<file path="config.mk">
export PLATFORM = sky130hd
export DESIGN_NAME = seven_seg_scan_driver_flat
export DESIGN_NICKNAME = d
export VERILOG_FILES = /design/src/rtl/seven_seg_scan_driver_if.sv /design/src/rtl/seven_seg_scan_driver.sv /design/src/flat_wrapper.sv
export SDC_FILE = /design/constraint.sdc
export NUM_CORES = 1
export LEC_CHECK = 0
export ABC_AREA = 1
export CAP_MARGIN = 30
export CORE_MARGIN = 10
export CORE_UTILIZATION = 45
export DETAILED_ROUTE_END_ITERATION = 16
export GPL_TIMING_DRIVEN = 0
export PLACE_DENSITY = 0.65
export SYNTH_ARGS = -nofsm -noshare
export SYNTH_HDL_FRONTEND = slang
export SYNTH_SLANG_ARGS = --single-unit
</file>
<file path="constraint.sdc">
create_clock -name i_Clk -period 4.39 [get_ports i_Clk]
set_input_delay 0.878 -clock i_Clk [delete_from_list [all_inputs] [get_ports i_Clk]]
set_output_delay 0.878 -clock i_Clk [all_outputs]
set_load 0.05 [all_outputs]
</file>
<file path="src/rtl/seven_seg_scan_driver_if.sv">
// seven_seg_scan_driver_if
//   Groups the data path and display pins of seven_seg_scan_driver into one
//   bundle. The clock and reset are not part of it.
//   Modports:
//     master : drives i_Value / i_Load / i_Blank and observes the display outputs
//     slave  : the driver itself
//   Signals:
//     i_Value     4*NUM_DIGITS  hex nibbles, nibble k shown on digit k
//     i_Load      1             one-cycle strobe that stages i_Value
//     i_Blank     NUM_DIGITS    per-digit blank mask (1 = dark)
//     o_Segments  7             [6]=A .. [0]=G
//     o_Digit_En  NUM_DIGITS    one-hot digit enable, or all zero
//     o_Digit_Idx IDX_W         index of the digit slot being scanned
//     o_Frame     1             pulse on the first cycle of the digit-0 slot
interface seven_seg_scan_driver_if #(
  parameter int NUM_DIGITS = 4
);
  localparam int IDX_W = $clog2((NUM_DIGITS > 1) ? NUM_DIGITS : 2);

  logic [4*NUM_DIGITS-1:0] i_Value;
  logic                    i_Load;
  logic [NUM_DIGITS-1:0]   i_Blank;
  logic [6:0]              o_Segments;
  logic [NUM_DIGITS-1:0]   o_Digit_En;
  logic [IDX_W-1:0]        o_Digit_Idx;
  logic                    o_Frame;

  modport master (
    output i_Value, i_Load, i_Blank,
    input  o_Segments, o_Digit_En, o_Digit_Idx, o_Frame
  );

  modport slave (
    input  i_Value, i_Load, i_Blank,
    output o_Segments, o_Digit_En, o_Digit_Idx, o_Frame
  );
endinterface

</file>
<file path="src/rtl/seven_seg_scan_driver.sv">
// seven_seg_scan_driver
//   Time-multiplexed driver for NUM_DIGITS common-segment 7-segment digits.
//   Each digit gets a slot of CLKS_PER_DIGIT clocks. The first DEAD_CLKS
//   clocks of a slot keep every enable off, so the previous digit does not
//   ghost. New values are staged and move into the display register only at
//   a frame boundary, which means one frame never shows a mix of two values.
//   Ports:
//     i_Clk    system clock
//     i_Rst_L  asynchronous active-low reset
//     bus      seven_seg_scan_driver_if.slave (value/load/blank in, display out)
//   Optional feature:
//     SEVENSEG_LEADING_ZERO_BLANK_EN  when defined, digits above the most
//       significant nonzero nibble are blanked. Digit 0 is never blanked this way.
module seven_seg_scan_driver #(
  parameter int NUM_DIGITS     = 4,
  parameter int CLKS_PER_DIGIT = 25000,
  parameter int DEAD_CLKS      = 2,
  parameter bit SEG_ACTIVE_LOW = 1'b1
) (
  input  logic                    i_Clk,
  input  logic                    i_Rst_L,
  seven_seg_scan_driver_if.slave  bus
);
  localparam int         CNT_W   = $clog2(CLKS_PER_DIGIT);
  localparam int         IDX_W   = $clog2((NUM_DIGITS > 1) ? NUM_DIGITS : 2);
  localparam logic [6:0] SEG_OFF = SEG_ACTIVE_LOW ? 7'h7F : 7'h00;

  // Segment pattern A..G with lit = 1. Polarity is applied later.
  function automatic logic [6:0] hex_enc(input logic [3:0] nib);
    case (nib)
      4'h0: hex_enc = 7'h7E;  4'h1: hex_enc = 7'h30;
      4'h2: hex_enc = 7'h6D;  4'h3: hex_enc = 7'h79;
      4'h4: hex_enc = 7'h33;  4'h5: hex_enc = 7'h5B;
      4'h6: hex_enc = 7'h5F;  4'h7: hex_enc = 7'h70;
      4'h8: hex_enc = 7'h7F;  4'h9: hex_enc = 7'h7B;
      4'hA: hex_enc = 7'h77;  4'hB: hex_enc = 7'h1F;
      4'hC: hex_enc = 7'h4E;  4'hD: hex_enc = 7'h3D;
      4'hE: hex_enc = 7'h4F;  default: hex_enc = 7'h47;
    endcase
  endfunction

  logic [CNT_W-1:0]        cnt_q, cnt_d;
  logic [IDX_W-1:0]        idx_q, idx_d;
  logic [4*NUM_DIGITS-1:0] staged_q, staged_d;
  logic [4*NUM_DIGITS-1:0] display_q, display_d;
  logic                    staged_vld_q, staged_vld_d;
  logic [6:0]              seg_q;
  logic [NUM_DIGITS-1:0]   en_q;
  logic                    frame_q;

  logic                    wrap, boundary;
  logic [NUM_DIGITS-1:0]   sel_d;      // one-hot of the slot being entered
  logic [NUM_DIGITS-1:0]   auto_blank; // leading-zero blank, from display_d
  logic [3:0]              nib_d;
  logic                    blank_d;
  logic [6:0]              seg_d;
  logic [NUM_DIGITS-1:0]   en_d;

  assign wrap     = (cnt_q == CNT_W'(CLKS_PER_DIGIT - 1));
  assign boundary = wrap && (idx_q == IDX_W'(NUM_DIGITS - 1));

  // Slot counter, digit index and the staging/display registers.
  always_comb begin
    cnt_d        = wrap ? '0 : cnt_q + 1'b1;
    idx_d        = idx_q;
    staged_d     = staged_q;
    display_d    = display_q;
    staged_vld_d = staged_vld_q;
    if (wrap)
      idx_d = boundary ? '0 : idx_q + 1'b1;
    if (boundary) begin
      // A load on the boundary cycle goes straight to the display and
      // replaces anything still staged.
      if (bus.i_Load)
        display_d = bus.i_Value;
      else if (staged_vld_q)
        display_d = staged_q;
      staged_vld_d = 1'b0;
    end else if (bus.i_Load) begin
      staged_d     = bus.i_Value;
      staged_vld_d = 1'b1;
    end
  end

  for (genvar k = 0; k < NUM_DIGITS; k++) begin : g_digit
    assign sel_d[k] = (idx_d == IDX_W'(k));
`ifdef SEVENSEG_LEADING_ZERO_BLANK_EN
    if (k == 0) begin : g_lsd
      assign auto_blank[k] = 1'b0;
    end else begin : g_upper
      assign auto_blank[k] = (display_d[4*NUM_DIGITS-1:4*k] == '0);
    end
`else
    assign auto_blank[k] = 1'b0;
`endif
  end

  // Select the nibble and blank bit for the slot that starts on the next edge.
  always_comb begin
    nib_d   = '0;
    blank_d = |(sel_d & (bus.i_Blank | auto_blank));
    for (int k = 0; k < NUM_DIGITS; k++)
      if (sel_d[k]) nib_d = display_d[4*k +: 4];
    seg_d = blank_d ? SEG_OFF
                    : (SEG_ACTIVE_LOW ? ~hex_enc(nib_d) : hex_enc(nib_d));
    en_d  = (int'(cnt_d) >= DEAD_CLKS) ? sel_d : '0;
  end

  always_ff @(posedge i_Clk or negedge i_Rst_L) begin
    if (!i_Rst_L) begin
      cnt_q        <= '0;
      idx_q        <= '0;
      staged_q     <= '0;
      display_q    <= '0;
      staged_vld_q <= 1'b0;
      seg_q        <= SEG_OFF;
      en_q         <= '0;
      frame_q      <= 1'b0;
    end else begin
      cnt_q        <= cnt_d;
      idx_q        <= idx_d;
      staged_q     <= staged_d;
      display_q    <= display_d;
      staged_vld_q <= staged_vld_d;
      en_q         <= en_d;
      frame_q      <= boundary;
      // Segments only move at a slot change, together with the index.
      if (wrap) seg_q <= seg_d;
    end
  end

  assign bus.o_Segments  = seg_q;
  assign bus.o_Digit_En  = en_q;
  assign bus.o_Digit_Idx = idx_q;
  assign bus.o_Frame     = frame_q;
endmodule

</file>
<file path="src/flat_wrapper.sv">
// flat-port wrapper written by rule: the top's interface ports become plain ports
module seven_seg_scan_driver_flat 
#(
  parameter int NUM_DIGITS     = 4,
  parameter int CLKS_PER_DIGIT = 25000,
  parameter int DEAD_CLKS      = 2,
  parameter bit SEG_ACTIVE_LOW = 1'b1
)
  (i_Clk, i_Rst_L, bus_i_Value, bus_i_Load, bus_i_Blank, bus_o_Segments, bus_o_Digit_En, bus_o_Digit_Idx, bus_o_Frame);
  seven_seg_scan_driver_if #(.NUM_DIGITS(NUM_DIGITS)) bus_i ();
  input  logic i_Clk;
  input  logic i_Rst_L;
  input wire logic [$bits(bus_i.i_Value)-1:0] bus_i_Value;
  input wire logic [$bits(bus_i.i_Load)-1:0] bus_i_Load;
  input wire logic [$bits(bus_i.i_Blank)-1:0] bus_i_Blank;
  output wire logic [$bits(bus_i.o_Segments)-1:0] bus_o_Segments;
  output wire logic [$bits(bus_i.o_Digit_En)-1:0] bus_o_Digit_En;
  output wire logic [$bits(bus_i.o_Digit_Idx)-1:0] bus_o_Digit_Idx;
  output wire logic [$bits(bus_i.o_Frame)-1:0] bus_o_Frame;
  assign bus_i.i_Value = bus_i_Value;
  assign bus_i.i_Load = bus_i_Load;
  assign bus_i.i_Blank = bus_i_Blank;
  assign bus_o_Segments = bus_i.o_Segments;
  assign bus_o_Digit_En = bus_i.o_Digit_En;
  assign bus_o_Digit_Idx = bus_i.o_Digit_Idx;
  assign bus_o_Frame = bus_i.o_Frame;
  seven_seg_scan_driver #(.NUM_DIGITS(NUM_DIGITS), .CLKS_PER_DIGIT(CLKS_PER_DIGIT), .DEAD_CLKS(DEAD_CLKS), .SEG_ACTIVE_LOW(SEG_ACTIVE_LOW)) u_core (.i_Clk(i_Clk), .i_Rst_L(i_Rst_L), .bus(bus_i));
endmodule
</file>
==> out/qor.txt, run 1 <==
status - finished clean
largest net degree at the start of global routing - 63
Syn Area/Cell - 7.47 um2
Distinct cells, synth - 36
static leakage - 2.34 nW
Num Clock Sinks - 62
max-cap viol count - 0
critical path depth - 17
die width - 112 um
CTS root buf - clkbuf_8
final setup margin - 1780 ps
final WL - 8980 um
GR Util All Layers - 14.9%
Layout Cells excl Fill - 665
FF-to-FF End - u_core.bus.o_Segments[1]
area share of the largest cell type after synthesis - 36.1%
DR pass1 iterations - 4
r2r worst-path depth - 17
HPWL after DPL - 6590 um
Post-route DRC - 0
Final Hold Viols - 0
Critical Path AT - 2880 ps
Mapped Cells - 510
Power, Total - 1.25 mW
# Post-CTS Setup Buffers - 0
R2R Setup Slk - 1780 ps
Top Ports - 37
Critical Path Source - u_core.cnt_q[0]
number of cell rows - 33
clock-pin transition on the worst setup and hold timing paths - 80 ps
max-slew violations - 0
power per cell area - 276 nW/um2
placed cell area - 4290 um2
critical path, cell by cell - ha_1 -> nand3_1 -> nor2_1 -> nand3_1 -> buf_6 -> buf_6 -> o21ai_2 -> inv_2 -> nand2_1 -> nand3_2 -> nor2_4 -> inv_1 -> ha_1 -> nand2_2 -> o21ai_0 -> a21oi_1 -> nor2_1
routed length per instance - 13.5 um
Critical Path Sink - u_core.bus.o_Segments[1]
setup violators final - 0
setup_tns - 0 ps
RSZ-0062 raised after global routing - false
Num CTS Buffers - 9
synthesis warning total - 0
Tcrit/Tclk final - 59.4%
Hold-fix buffers, CTS - 0
Final #Nets - 588
initial antenna violation count - 0
sequential fraction of the synthesis area - 41.0%
Post-synth EDFFs - 0
P&R area growth vs syn - 18.4%
CP endpoint kind - flip-flop
critical path class - reg -> reg
Slew @ Worst Pin - 792 ps
Yosys top cell by area - dfrtp_1
Worst-Skew Late Latency - 350 ps
global route overflow - 0
main area contributors after synthesis - dfrtp_1 (36%), nand2_1 (17%), inv_1 (6.5%)
CTS resizes - 0
Mapped Area - 3810 um2
commonest non-fill, non-tap cell in the layout - nand2_1
Final Cell Area - 4510 um2
startpoint types - flip-flop
Hold Slack - 487 ps
VDD IR max - 145 uV
TritonCTS clock tree - done
clock skew - 11.8 ps
WP data required - 4670 ps
ys async rst share - 100%
number of cells on the worst hold path - 2
Slew HR - 47.2%
Layout fillers - 794
synthesis-stage register bit count - 62
Initial Util - 46.3%
# port buffers - 35
Placed Cells - 650
Synth Flop Type - dfrtp_1
fmax - 384 MHz
clock buffer depth - 2
Die Area - 12500 um2
post-DR vias/cell - 4.84
Min-Delay Path Class - reg -> reg
core area - 8220 um2
via count - 3216
first-pass GRT wire length - 15600 um
slowest CP cell - dfrtp_1
vias in the first global route - 3306
Crit path buffers/inverters - 4
CP max stage delay - 410 ps
H-Tree Depth - 3
proportion of layout cells with a drive suffix above 1 - 16.8%
Mapped Nets - 542
critical-path maximum fanout - 10
Placer Congestion - 0.897
Antenna Violating Nets Remaining - 0
minimum clock period - 2610 ps
commonest non-fill, non-tap cells in the layout - nand2_1 (177), inv_1 (66), dfrtp_1 (55)
Post-Place Setup Slack - 1490 ps
Layout Utilization - 54.9%
reg2reg start - u_core.cnt_q[0]
Starting DRT DRC Count - 148
cell family with most CP delay - simple AND/OR/NAND/NOR gates
diode count - 0
DIE HEIGHT - 112 um
## registers in the layout, summed over array words and instances (netlist names)
signal,count
u_core.bus.o_Digit_En,4
u_core.bus.o_Digit_Idx,2
u_core.bus.o_Frame,1
u_core.bus.o_Segments,7
u_core.cnt_q,15
u_core.display_q,16
u_core.staged_q,16
u_core.staged_vld_q,1
## worst reg2reg max path, stage by stage (launching register included)
cell,delay (ps)
dfrtp_1,410
ha_1,240
nand3_1,110
nor2_1,120
nand3_1,110
buf_6,170
buf_6,140
o21ai_2,120
inv_2,50
nand2_1,70
nand3_2,80
nor2_4,170
inv_1,100
ha_1,220
nand2_2,100
o21ai_0,100
a21oi_1,150
nor2_1,50
## worst min-delay path by stage
stage                                     end  slack, ps                start
after floorplan           u_core.staged_q[14]        450  u_core.staged_q[14]
after global placement    u_core.staged_q[14]        470  u_core.staged_q[14]
after detailed placement   u_core.staged_q[6]        470   u_core.staged_q[6]
after CTS                  u_core.staged_q[6]        490   u_core.staged_q[6]
after global routing       u_core.staged_q[9]        530   u_core.staged_q[9]
final                      u_core.staged_q[6]        490   u_core.staged_q[6]
## cells by family (layout without fill, tap and decap cells)
group	Yosys count	after routing	share of synthesized area (%)
buffers and inverters	88	138	9.30
AND/OR/NAND/NOR	292	292	36.7
flip-flops	62	62	41.0
adder cells (fa/ha/maj)	9	9	2.96
AO/OA/AOI/OAI	46	46	6.61
XOR/XNOR	5	5	1.15
multiplexers	8	8	2.30
## synthesized netlist by cell type, types with 6 or more instances
cell	instances
nor2_1	34
nand3_2	6
ha_1	9
dfstp_2	7
nand2_4	6
inv_2	12
nor2_4	6
inv_1	66
dfrtp_1	55
mux2_2	6
buf_2	7
nand3_1	29
nand2_1	177
o21ai_0	30
a21oi_1	7
nand2_2	10
## power breakdown
part	switching, mW	internal [mW]
Sequential	0.00722	0.585
Combinational	0.0422	0.0370
Clock	0.229	0.346
## metal layers
layer  vias to the layer above  wire, um  track usage (%)
li1                       1666         -                -
met1                      1464      4260             18.9
met2                        70      4130             23.7
met3                        16       395             3.60
met4                         0       191             6.51
met5                         -         0                0
## cell type report
cell class | instances | area, um2 | area share [%]
Inverter | 78 | 293 | 6.49
Multi-Input combinational cell | 360 | 1890 | 42.0
Sequential cell | 62 | 1560 | 34.6
Clock buffer | 11 | 151 | 3.36
Buffer | 10 | 61.3 | 1.36
Tap cell | 105 | 131 | 2.91
Timing Repair Buffer | 35 | 348 | 7.72
Clock inverter | 4 | 70.1 | 1.55
Note: power is estimated with default switching activity, not from simulation.
==> run 2, diff against run 1 <==
--- a/config.mk
+++ b/config.mk
@@ -11,7 +11,7 @@
 export CORE_UTILIZATION = 45
 export DETAILED_ROUTE_END_ITERATION = 16
 export GPL_TIMING_DRIVEN = 0
-export PLACE_DENSITY = 0.65
+export PLACE_DENSITY = 0.68
 export SYNTH_ARGS = -nofsm -noshare
 export SYNTH_HDL_FRONTEND = slang
 export SYNTH_SLANG_ARGS = --single-unit
==> constraint.sdc (replaced) <==
create_clock -name i_Clk -period 2.1 [get_ports i_Clk]
set_input_delay 0.42 -clock i_Clk [delete_from_list [all_inputs] [get_ports i_Clk]]
set_output_delay 0.42 -clock i_Clk [all_outputs]
set_load 0.05 [all_outputs]
==> run 2 against run 1 <==
  * Register-to-register slack got worse by 2100 ps
  * Non-clock buffer count is 20 higher
  * The flow now finishes with violations (setup timing)
  * Critical path depth increased by 1
  * Sequential cell count stayed put
  * Clock-buffer cell count is 4 higher
  * Die area unchanged
==> out/qor.txt, run 2 (synthesis results as in run 1) <==
DR pass1 iterations - 4
proportion of layout cells with a drive suffix above 1 - 27.2%
via count - 3336
setup_tns - -2600 ps
max-slew violations - 0
Num Clock Sinks - 62
largest net degree at the start of global routing - 63
failing checks - setup timing
fmax - 407 MHz
Min-Delay Path Class - in -> async
HPWL after DPL - 6650 um
Tcrit/Tclk final - 117%
DIE HEIGHT - 112 um
top flop regs - u_core.display_q (16), u_core.staged_q (16), u_core.cnt_q (15)
final setup margin - -357 ps
H-Tree Depth - 3
clock buffer depth - 2
r2r worst-path depth - 18
final WL - 9630 um
Final #Nets - 608
die width - 112 um
number of cell rows - 33
Starting DRT DRC Count - 172
routed length per instance - 14.0 um
Hold Slack - 151 ps
FF-to-FF End - u_core.bus.o_Segments[5]
Placed Cells - 650
Die Area - 12500 um2
Critical Path Sink - u_core.bus.o_Segments[5]
Slew HR - 46.0%
clock skew - 9.46 ps
Critical Path Source - u_core.cnt_q[7]
Slew @ Worst Pin - 811 ps
Layout fillers - 754
Initial Util - 46.3%
GR Util All Layers - 15.6%
global route overflow - 0
startpoint types - flip-flop
VDD IR max - 305 uV
# port buffers - 35
diode count - 0
clock-pin transition on the worst setup and hold timing paths - 70 ps
critical-path maximum fanout - 5
Layout Cells excl Fill - 686
cell internal pwr - 1.83 mW
critical path class - reg -> reg
Clock power frac - 41.2%
Net Sw Power - 569 uW
TritonCTS clock tree - done
power per cell area - 491 nW/um2
reg2reg start - u_core.cnt_q[7]
max-cap viol count - 0
Logic pwr share - 7.1%
first-pass GRT wire length - 16300 um
CP endpoint kind - flip-flop
Num CTS Buffers - 9
vias in the first global route - 3408
Final Hold Viols - 0
post-DR vias/cell - 4.86
Top Ports - 37
Switching Fraction - 23.8%
part of the power in registers - 51.7%
core area - 8220 um2
Critical Path AT - 2730 ps
Post-route DRC - 0
CTS root buf - clkbuf_8
setup violators final - 11
Worst-Skew Late Latency - 350 ps
R2R Setup Slk - -360 ps
RSZ-0062 raised after global routing - true
Placer Congestion - 0.906
P&R area growth vs syn - 28.1%
static leakage - 2.47 nW
Layout Utilization - 59.4%
initial antenna violation count - 0
WP data required - 2380 ps
minimum clock period - 2460 ps
commonest non-fill, non-tap cell in the layout - nand2_1
Antenna Violating Nets Remaining - 0
status - finished with violations
commonest non-fill, non-tap cells in the layout - nand2_1 (165), inv_1 (61), dfrtp_1 (49)
[run 2: cell type report]
cell class                      instances  area (um2)  area share [%]
Tap cell                              105         131            2.69
Clock inverter                          1        5.00           0.103
Timing Repair Buffer                   55         547            11.2
Buffer                                 10        71.3            1.46
Multi-Input combinational cell        360        2080            42.5
Sequential cell                        62        1570            32.1
Clock buffer                           15         176            3.62
Inverter                               78         304            6.23
[run 2: metrics by stage]
| stage | area (um2) | power, mW | worst slack, ps |
|---|---|---|---|
| 2_1_floorplan | 3890 | 1.34 | -86.6 |
| 3_3_place_gp | 4370 | 1.42 | -1690 |
| 3_5_place_dp | 4370 | 1.43 | -407 |
| 4_1_cts | 4770 | 2.42 | -259 |
| 5_1_grt | 4880 | 2.50 | -514 |
| 6_report | 4880 | 2.40 | -357 |
[run 2: how the worst min path moves through the flow]
| stage | slack (ps) | endpoint | cells after the start |
|---|---|---|---|
| after floorplan | 120 | u_core.bus.o_Digit_En[0] | 0 |
| after global placement | 470 | u_core.staged_q[6] | 2 |
| after detailed placement | 480 | u_core.staged_q[12] | 2 |
| after CTS | 190 | u_core.display_q[15] | 1 |
| after global routing | 200 | u_core.display_q[15] | 1 |
| final | 150 | u_core.display_q[15] | 1 |
[run 2: metal layers]
layer	up-vias	wire, um	global-route usage [%]
met2	63	4650	25.4
met1	1552	4490	19.8
li1	1707	-	-
met5	-	0	0
met4	0	170	6.26
met3	14	327	3.06
[run 2: timing repair]
| action | in CTS | in global routing |
|---|---|---|
| pin swaps | 9 | 13 |
| hold buffers | 0 | 0 |
| setup endpoints to repair | 28 | 20 |
| gates cloned | 1 | 0 |
| buffers inserted | 14 | 5 |
| resized for setup | 31 | 18 |
[run 2: critical path, cell delays in order (launching register included)]
cell and delay (ps):
dfrtp_1 430, inv_2 90, nor2_2 100, nand2_1 80
nor2_2 120, nand3_2 100, buf_6 150, buf_12 120
buf_16 120, nand2_2 70, o21ai_4 60, inv_2 50
nand2_2 50, nand4_4 130, inv_4 70, ha_1 290
nand2_2 60, o21a_1 190, a21oi_2 110
[run 2: power by group through the flow]
stage	combinational [mW]	sequential, mW	clock [mW]
after floorplan	0.0846	1.26	0
after global placement	0.164	1.26	0
after detailed placement	0.168	1.26	0
after CTS	0.171	1.24	1.01
after global routing	0.192	1.24	1.06
final	0.170	1.24	0.987
